### src/rtl/imem_loader.sv
// Boot-time instruction memory loader: takes a length-prefixed byte stream and packs it
// little-endian into WIDTH-bit words for an auto-incrementing memory write port.
module imem_loader #(
    parameter int WIDTH = 32,
    parameter int DEPTH = 128,
    parameter int CNT_W = 8
) (
    input  logic             clk,
    input  logic             rst,
    input  logic             start,
    input  logic             in_valid,
    input  logic [7:0]       in_data,
    output logic             in_ready,
    output logic             mem_clr,
    output logic             mem_write,
    output logic [WIDTH-1:0] mem_wdata,
    output logic [CNT_W-1:0] word_count,
    output logic             busy,
    output logic             done,
    output logic             error,
    output logic             cpu_hold
);
    localparam int BPW   = WIDTH / 8;
    localparam int IDX_W = (BPW > 1) ? $clog2(BPW) : 1;

    typedef enum logic [2:0] {IDLE, CLEAR, LEN, LOAD, WRITE, DONE, ERR} state_t;

    state_t             state, state_nxt;
    logic [IDX_W-1:0]   idx;
    logic [WIDTH-1:0]   word_buf, word_nxt;
    logic [CNT_W-1:0]   n_len;
    logic               accept, last_byte;

    assign accept    = in_valid && in_ready;
    assign last_byte = (idx == IDX_W'(BPW - 1));

    // Current word with the incoming byte dropped into its lane
    always_comb begin
        word_nxt = word_buf;
        for (int i = 0; i < BPW; i++)
            if (idx == IDX_W'(i)) word_nxt[i*8 +: 8] = in_data;
    end

    always_comb begin
        state_nxt = state;
        case (state)
            IDLE, DONE, ERR: if (start) state_nxt = CLEAR;
            CLEAR:           state_nxt = LEN;
            LEN: if (accept) begin
                if (in_data == 8'd0 || int'(in_data) > DEPTH) state_nxt = ERR;
                else                                            state_nxt = LOAD;
            end
            LOAD:  if (accept && last_byte) state_nxt = WRITE;
            WRITE: state_nxt = (word_count + CNT_W'(1) == n_len) ? DONE : LOAD;
            default: state_nxt = IDLE;
        endcase
    end

    // Status/strobe outputs are registered from the next state so they line up with state
    always_ff @(posedge clk) begin
        if (rst) begin
            state      <= IDLE;
            idx        <= '0;
            word_buf   <= '0;
            n_len      <= '0;
            in_ready   <= 1'b0;
            mem_clr    <= 1'b0;
            mem_write  <= 1'b0;
            mem_wdata  <= '0;
            word_count <= '0;
            busy       <= 1'b0;
            done       <= 1'b0;
            error      <= 1'b0;
            cpu_hold   <= 1'b1;
        end else begin
            state     <= state_nxt;
            in_ready  <= (state_nxt == LEN) || (state_nxt == LOAD);
            mem_clr   <= (state_nxt == CLEAR);
            mem_write <= (state_nxt == WRITE);
            busy      <= (state_nxt == CLEAR) || (state_nxt == LEN) ||
                         (state_nxt == LOAD)  || (state_nxt == WRITE);
            done      <= (state_nxt == DONE);
            error     <= (state_nxt == ERR);
            cpu_hold  <= (state_nxt != DONE);

            case (state)
                CLEAR: begin
                    idx      <= '0;
                    word_buf <= '0;
                end
                LEN: if (accept) n_len <= CNT_W'(in_data);
                LOAD: if (accept) begin
                    word_buf <= word_nxt;
                    idx      <= last_byte ? '0 : idx + 1'b1;
                    if (last_byte) mem_wdata <= word_nxt;
                end
                default: ;
            endcase

            if (state_nxt == CLEAR)  word_count <= '0;
            else if (state == WRITE) word_count <= word_count + 1'b1;
        end
    end
endmodule

### config.mk
export PLATFORM = sky130hd
export DESIGN_NAME = imem_loader
export DESIGN_NICKNAME = d
export VERILOG_FILES = /design/src/rtl/imem_loader.sv
export SDC_FILE = /design/constraint.sdc
export NUM_CORES = 1
export LEC_CHECK = 0
export CAP_MARGIN = 5
export CORE_MARGIN = 2
export CORE_UTILIZATION = 25
export DETAILED_ROUTE_END_ITERATION = 16
export PLACE_DENSITY = 0.57
export SYNTH_ARGS = -nofsm -noshare
export SYNTH_HDL_FRONTEND = slang
export SYNTH_SLANG_ARGS = --single-unit
### constraint.sdc
create_clock -name clk -period 2.3 [get_ports clk]
set_clock_uncertainty 0.1 [all_clocks]
set_input_delay 0.23 -clock clk [delete_from_list [all_inputs] [get_ports clk]]
set_output_delay 0.23 -clock clk [all_outputs]
set_load 0.02 [all_outputs]
* Word-level counts from Yosys, hierarchy flattened
Index checks and enable logic that the tools add are counted.
** Operators by class
- $add $sub $neg :: 2
- $mul :: 0
- Div/mod/pow operators :: 0
- Order comparisons :: 1
- Equal/unequal tests :: 18
- Shifts and indexed selects :: 0
- Mux-type cells :: 15
- Bitwise logic cells :: 0
- Reduce and logical (&&, ||, !) cells :: 16
** Operators with widths (count)
- $pmux 32 s2 :: 1
- $mux 32 :: 1
- $mux 8 :: 4
- $eq 3x3->1 const B :: 6
- $mux 3 :: 5
- $pmux 3 s5 :: 1
- $eq 3x2->1 const B :: 4
- $add 8x1->8 const B :: 1
- $eq 8x8->1 :: 1
- $gt 8x8->1 const B :: 1
- $logic_not 8->1 :: 1
- $eq 3x1->1 const B :: 2
- $logic_or 1x1->1 :: 5
- $eq 2x2->1 const B :: 2
- $mux 2 :: 2
- $pmux 2 s2 :: 1
- $reduce_and 2->1 :: 2
- $logic_not 3->1 :: 1
- $ne 3x3->1 const B :: 1
- $reduce_and 3->1 :: 1
- $reduce_or 3->1 :: 1
- $add 2x1->2 const B :: 1
- $eq 2x1->1 const B :: 1
- $logic_and 1x1->1 :: 2
- other kinds (4) :: 4
** Word-level totals
- Register bits after elaboration :: 92
- Bits in latches :: 0
- RAM bits :: 0
- Memory bits (read-only) :: 0
- Bits of input ports :: 12
- Output and inout bits :: 47
- Word-level logic and storage cells :: 65
- Memories kept :: 0

* Logic depth before layout (Yosys ltp)
Gate-level depths: netlist of the first run.
- Word-level depth :: 9
- Depth in mapped cells :: 8
- Gate-level depth less buffers :: 7

* Least setup slack after synthesis of the first run
OpenSTA, ideal clock, no wires.
- Kind :: reg2reg
- Start :: register word_count[0]
- End :: register error
- Library setup time :: 0.061 ns
- Arrival time :: 2.167 ns
- Data required time :: 2.139 ns
- Setup slack :: -0.028 ns
- Stages on the path, launching flop included :: 9
- Buffers on the path :: 1
- Period minus slack after synthesis :: 2.328 ns
- Cells stage by stage :: dfxtp_1 -> ha_1 -> buf_2 -> o21ba_1 -> a221o_1 -> a2111oi_4 -> nand4_2 -> a21oi_2 -> and3_1
** Between the ends
- Cells in the longest elaborated chain, start to end :: 5
** Ends and longest elaborated chain
- from (decl) :: RTL line 17 : output logic [CNT_W-1:0] word_count,
- from (signal assigned) :: RTL line 101 : else if (state == WRITE) word_count <= word_count + 1'b1;
- $add 8x1->8 :: RTL line 54 : WRITE: state_nxt = (word_count + CNT_W'(1) == n_len) ? DONE : LOAD;
- $eq 8x8->1 :: RTL line 54
- $mux 3 :: RTL line 54
- $pmux 3 s5 :: RTL line 46 : case (state)
- $eq 3x3->1 :: RTL line 83 : error <= (state_nxt == ERR);
- to (signal assigned) :: RTL line 83
- to (decl) :: RTL line 20 : output logic error,
No other way between the ends.
A chain may end at the register's enable or synchronous reset.

* Final worst setup path of the first run
Ends and elaborated chain as after synthesis.

==> results.txt, run 1 <==
Placement row count -> 44
Worst reg-to-reg path cell count -> 7
Buffers added on ports -> 58
Hold Worst Slack -> 0.0930 ns
DRC -> 0
GPL Wtd Cong -> 0.831
Routed wire length per instance -> 14.4 um
Worst min-delay path endpoint -> word_count[0]$_SDFFE_PP0N_
Detail Placement HPWL -> 6.54 mm
Slew Limit Fails -> 0
Synthesized cell area -> 3630 sq um
Final core occ -> 33.1%
Share of synthesized area occupied by flip-flops and latches -> 46.3%
Critical Path Source Type -> register
Vertical extent of the die -> 124 um
Wire length of the first global-routing pass -> 15.3 mm
CP Data Arrival Time -> 2.35 ns
Number of flops mapped to enable cells by yosys -> 0
Total clock buffers created by CTS -> 9
FFs w/ async S/R, synth -> 0%
Width of the die -> 124 um
Final worst path period share -> 94.6%
Tightest slew margin relative to the limit -> 53.5%
Post-layout nets -> 478
Via count of the first global-routing pass -> 2,992
Largest net degree at the start of global routing -> 68
Remaining antenna violation count after routing -> 0
Max-cap check violation count -> 0
Number of H-tree levels -> 3
Number of antenna violations at the first check in global routing -> 0
Tightest Pin Transition -> 0.698 ns
Total instance count after detailed placement -> 633
Post-layout minimum cycle time -> 2.18 ns
Clk pin slew, worst setup/hold paths -> 0.05 ns
Warnings, synthesis -> 0
Dominant delay contributor by cell family on the critical path -> compound AO/OA/AOI/OAI gates
Die Outline Area -> 15,500 sq um
Fmax -> 0.460 GHz
Number of inserted diodes -> 0
Router iterations before antenna repair -> 4
Initial Utilization -> 25.3%
Pwr dens -> 688 nW/um^2
Leakage component of the power -> 1.63 nW
Placeable core region -> 14,400 sq um
Setup CP Type -> register to register
Setup slack on the worst flop-to-flop path -> 0.12 ns
Post-synthesis simple-gate area fraction -> 18.0%
Clock latency of the later-clocked register in the worst-skew pair -> 0.34 ns
Endpoint of the most critical register-to-register path -> error$_SDFF_PP0_
Share of layout cells above drive strength 1 -> 9.87%
Worst path cell trace -> ha_2 -> o21ba_1 -> a221o_1 -> a2111oi_4 -> nand4_2 -> a21oi_2 -> and3_1
Max Root-Sink Buffers -> 2
Routed vias -> 3,043
Global route total overflow -> 0
CTS sink count -> 84
CTS tree -> done
Post-Syn Instances -> 412
Number of cells in the finished layout apart from fillers -> 650
Number of placed I/O pins -> 59
Required time at the worst-slack endpoint -> 2.48 ns
Arithmetic-cell share of the synthesized area counting full adders, half adders and majority gates -> 1.72%
Main combinational cell family by area after synthesis -> compound AO/OA/AOI/OAI gates
Mean instance size in the synthesized netlist -> 8.81 sq um
Hold path startpoint -> rst
Global-route usage over all layers -> 12.3%
Xor and xnor fraction of the mapped netlist area -> 4.59%
Mux contribution to synthesized area -> 6.62%
Run status -> complete, no violations
Critical Path Fanout Max -> 7
Count of state elements after synthesis -> 84
VDD IR-drop max -> 0.419 mV
CTS root buf -> sky130_fd_sc_hd__clkbuf_16
Library cells used by synthesis -> 45
Initial drt markers -> 115
Endpoint kind of the worst setup timing path -> register
Buffer and inverter count on the worst path -> 0
Max stage delay cell, worst path -> sky130_fd_sc_hd__a221o_1
Share of the synthesized area in compound gates (AO/OA/AOI/OAI) -> 18.0%
Sum of routed wire length over all layers -> 9.34 mm
Fin. Hold Viols -> 0
Tot Pwr -> 0.00328 W
Number of filler cells placed in the layout -> 1,492
Setup Viol. Count Final -> 0
Critical Path Max Stage Delay -> 0.37 ns
Worst hold path cell count -> 2
Most used flip-flop cell after synthesis -> sky130_fd_sc_hd__dfxtp_1
Worst min-delay path class -> input port to register
Layout-stage area growth over the synthesis result -> 31.2%
Start of the worst register-to-register path -> word_count[0]$_SDFFE_PP0N_
Total nets after synthesis -> 429
Vias/cell -> 4.68
registers in the layout (all words and copies together) (netlist names):
register,cells
idx,2
done,1
mem_clr,1
mem_write,1
n_len,8
busy,1
in_ready,1
state,3
word_count,8
mem_wdata,32
word_buf,24
error,1
cpu_hold,1
synth_stat cells (2+ instances only):
| cell | instances | area (sq um) |
|---|---|---|
| sky130_fd_sc_hd__dfxtp_1 | 84 | 1680 |
| sky130_fd_sc_hd__nor2_1 | 63 | 236 |
| sky130_fd_sc_hd__nand2_1 | 45 | 169 |
| sky130_fd_sc_hd__a211oi_1 | 26 | 195 |
| sky130_fd_sc_hd__clkbuf_1 | 25 | 93.8 |
| sky130_fd_sc_hd__a21oi_1 | 24 | 120 |
| sky130_fd_sc_hd__a22oi_1 | 24 | 180 |
| sky130_fd_sc_hd__mux2i_1 | 24 | 240 |
| sky130_fd_sc_hd__xnor2_1 | 12 | 105 |
| sky130_fd_sc_hd__xor2_1 | 7 | 61.3 |
| sky130_fd_sc_hd__and3_1 | 6 | 37.5 |
| sky130_fd_sc_hd__buf_1 | 6 | 22.5 |
| sky130_fd_sc_hd__buf_2 | 6 | 30.0 |
| sky130_fd_sc_hd__ha_1 | 5 | 62.6 |
| sky130_fd_sc_hd__nand4_1 | 5 | 31.3 |
| sky130_fd_sc_hd__inv_1 | 4 | 15.0 |
| sky130_fd_sc_hd__nor3_1 | 4 | 20.0 |
| sky130_fd_sc_hd__and2_1 | 3 | 18.8 |
| sky130_fd_sc_hd__nand2b_1 | 3 | 18.8 |
| sky130_fd_sc_hd__nand3_1 | 3 | 15.0 |
| sky130_fd_sc_hd__o21ai_0 | 3 | 15.0 |
| sky130_fd_sc_hd__o21ai_1 | 3 | 15.0 |
| sky130_fd_sc_hd__a21o_1 | 2 | 15.0 |
| sky130_fd_sc_hd__nor2b_1 | 2 | 12.5 |
| sky130_fd_sc_hd__nor4_1 | 2 | 12.5 |
| sky130_fd_sc_hd__or3_1 | 2 | 12.5 |
layout by cell type (no fill, tap or decap), types with 9 or more instances in the layout:
master,netlist,final
sky130_fd_sc_hd__clkdlybuf4s50_1,0,57
sky130_fd_sc_hd__dfxtp_1,84,82
sky130_fd_sc_hd__mux2i_1,24,24
sky130_fd_sc_hd__nand2_1,45,45
sky130_fd_sc_hd__a22oi_1,24,24
sky130_fd_sc_hd__clkbuf_16,0,9
sky130_fd_sc_hd__nor2_1,63,63
sky130_fd_sc_hd__xnor2_1,12,12
sky130_fd_sc_hd__buf_4,0,18
sky130_fd_sc_hd__a211oi_1,26,26
sky130_fd_sc_hd__a21oi_1,24,24
worst reg2reg max path: cells and delay by family, from the launching register on:
family | cells | cell delay (ns)
compound gates | 4 | 1.10
simple gates | 2 | 0.37
fa+ha+maj | 1 | 0.22
flops | 1 | 0.32
cell type report:
cell class / count / area [sq um] / share of cell area (%)
Clock buffer: 13 / 270 / 5.68
Clock inverter: 3 / 67.6 / 1.42
Inverter: 4 / 15.0 / 0.315
Multi-Input combinational cell: 286 / 1780 / 37.4
Sequential cell: 84 / 1680 / 35.4
Tap cell: 184 / 230 / 4.84
Timing Repair Buffer: 76 / 711 / 14.9
worst max-delay path by stage:
stage	from	end	slack (ns)	depth (start not counted)
2_1_floorplan	word_count[1]$_SDFFE_PP0N_	error$_SDFF_PP0_	0.02	8
3_3_place_gp	in_data[3]	word_count[7]$_SDFFE_PP0N_	-0.05	8
3_5_place_dp	in_data[3]	word_count[7]$_SDFFE_PP0N_	-0.06	8
4_1_cts	word_count[0]$_SDFFE_PP0N_	error$_SDFF_PP0_	0.03	7
5_1_grt	word_count[0]$_SDFFE_PP0N_	error$_SDFF_PP0_	-0.002	7
6_report	word_count[0]$_SDFFE_PP0N_	error$_SDFF_PP0_	0.12	7
layer usage:
| layer | vias to the layer above | share of wire [%] | GRT usage [%] |
|---|---|---|---|
| met5 | - | 0 | 0 |
| met4 | 0 | 0.97 | 3.30 |
| met3 | 6 | 4.7 | 4.12 |
| met2 | 73 | 46 | 19.7 |
| met1 | 1433 | 48 | 16.0 |
| li1 | 1531 | - | - |
cell families after synthesis:
logic type	after synthesis
flops	84
mux	24
fa+ha+maj	5
simple gates	146
xor+xnor	19
buf+inv	42
compound gates	92
power breakdown:
part | total, W | switching (W) | internal [W] | leakage, nW
Combinational | 0.000191 | 0.000121 | 0.0000702 | 0.791
Clock | 0.00161 | 0.000567 | 0.00104 | 0.162
Sequential | 0.00148 | 0.0000116 | 0.00147 | 0.678
Total | 0.00328 | 0.000699 | 0.00258 | 1.63
timing repair:
item,CTS,global route
resized for setup,0,2
buffers inserted,0,1
endpoints found under the setup margin,0,9
hold buffers,0,0
metrics by stage:
stage | area [sq um] | worst slack [ns] | TNS, ns
after global routing | 4760 | -0.00187 | -0.00187
after detailed placement | 4410 | -0.0563 | -0.363
after floorplan | 3630 | 0.0171 | 0
after global placement | 4410 | -0.0505 | -0.345
after CTS | 4750 | 0.0269 | 0
final | 4760 | 0.124 | 0
Note: power is estimated with default switching activity, not from simulation.
==> inputs of run 2 (changes only) <==
--- a/config.mk
+++ b/config.mk
@@ -10,6 +10,7 @@
 export CORE_UTILIZATION = 25
 export DETAILED_ROUTE_END_ITERATION = 16
 export PLACE_DENSITY = 0.57
+export SKIP_CTS_REPAIR_TIMING = 1
 export SYNTH_ARGS = -nofsm -noshare
 export SYNTH_HDL_FRONTEND = slang
 export SYNTH_SLANG_ARGS = --single-unit
==> results of run 2 <==
No change in the layout: final DEF, timing and power equal those of run 1.
==> inputs of run 3 (changes only) <==
--- a/config.mk
+++ b/config.mk
@@ -5,7 +5,6 @@
 export SDC_FILE = /design/constraint.sdc
 export NUM_CORES = 1
 export LEC_CHECK = 0
-export CAP_MARGIN = 5
 export CORE_MARGIN = 2
 export CORE_UTILIZATION = 25
 export DETAILED_ROUTE_END_ITERATION = 16
==> results of run 3 <==
No change in the layout: final DEF, timing and power equal those of run 1.
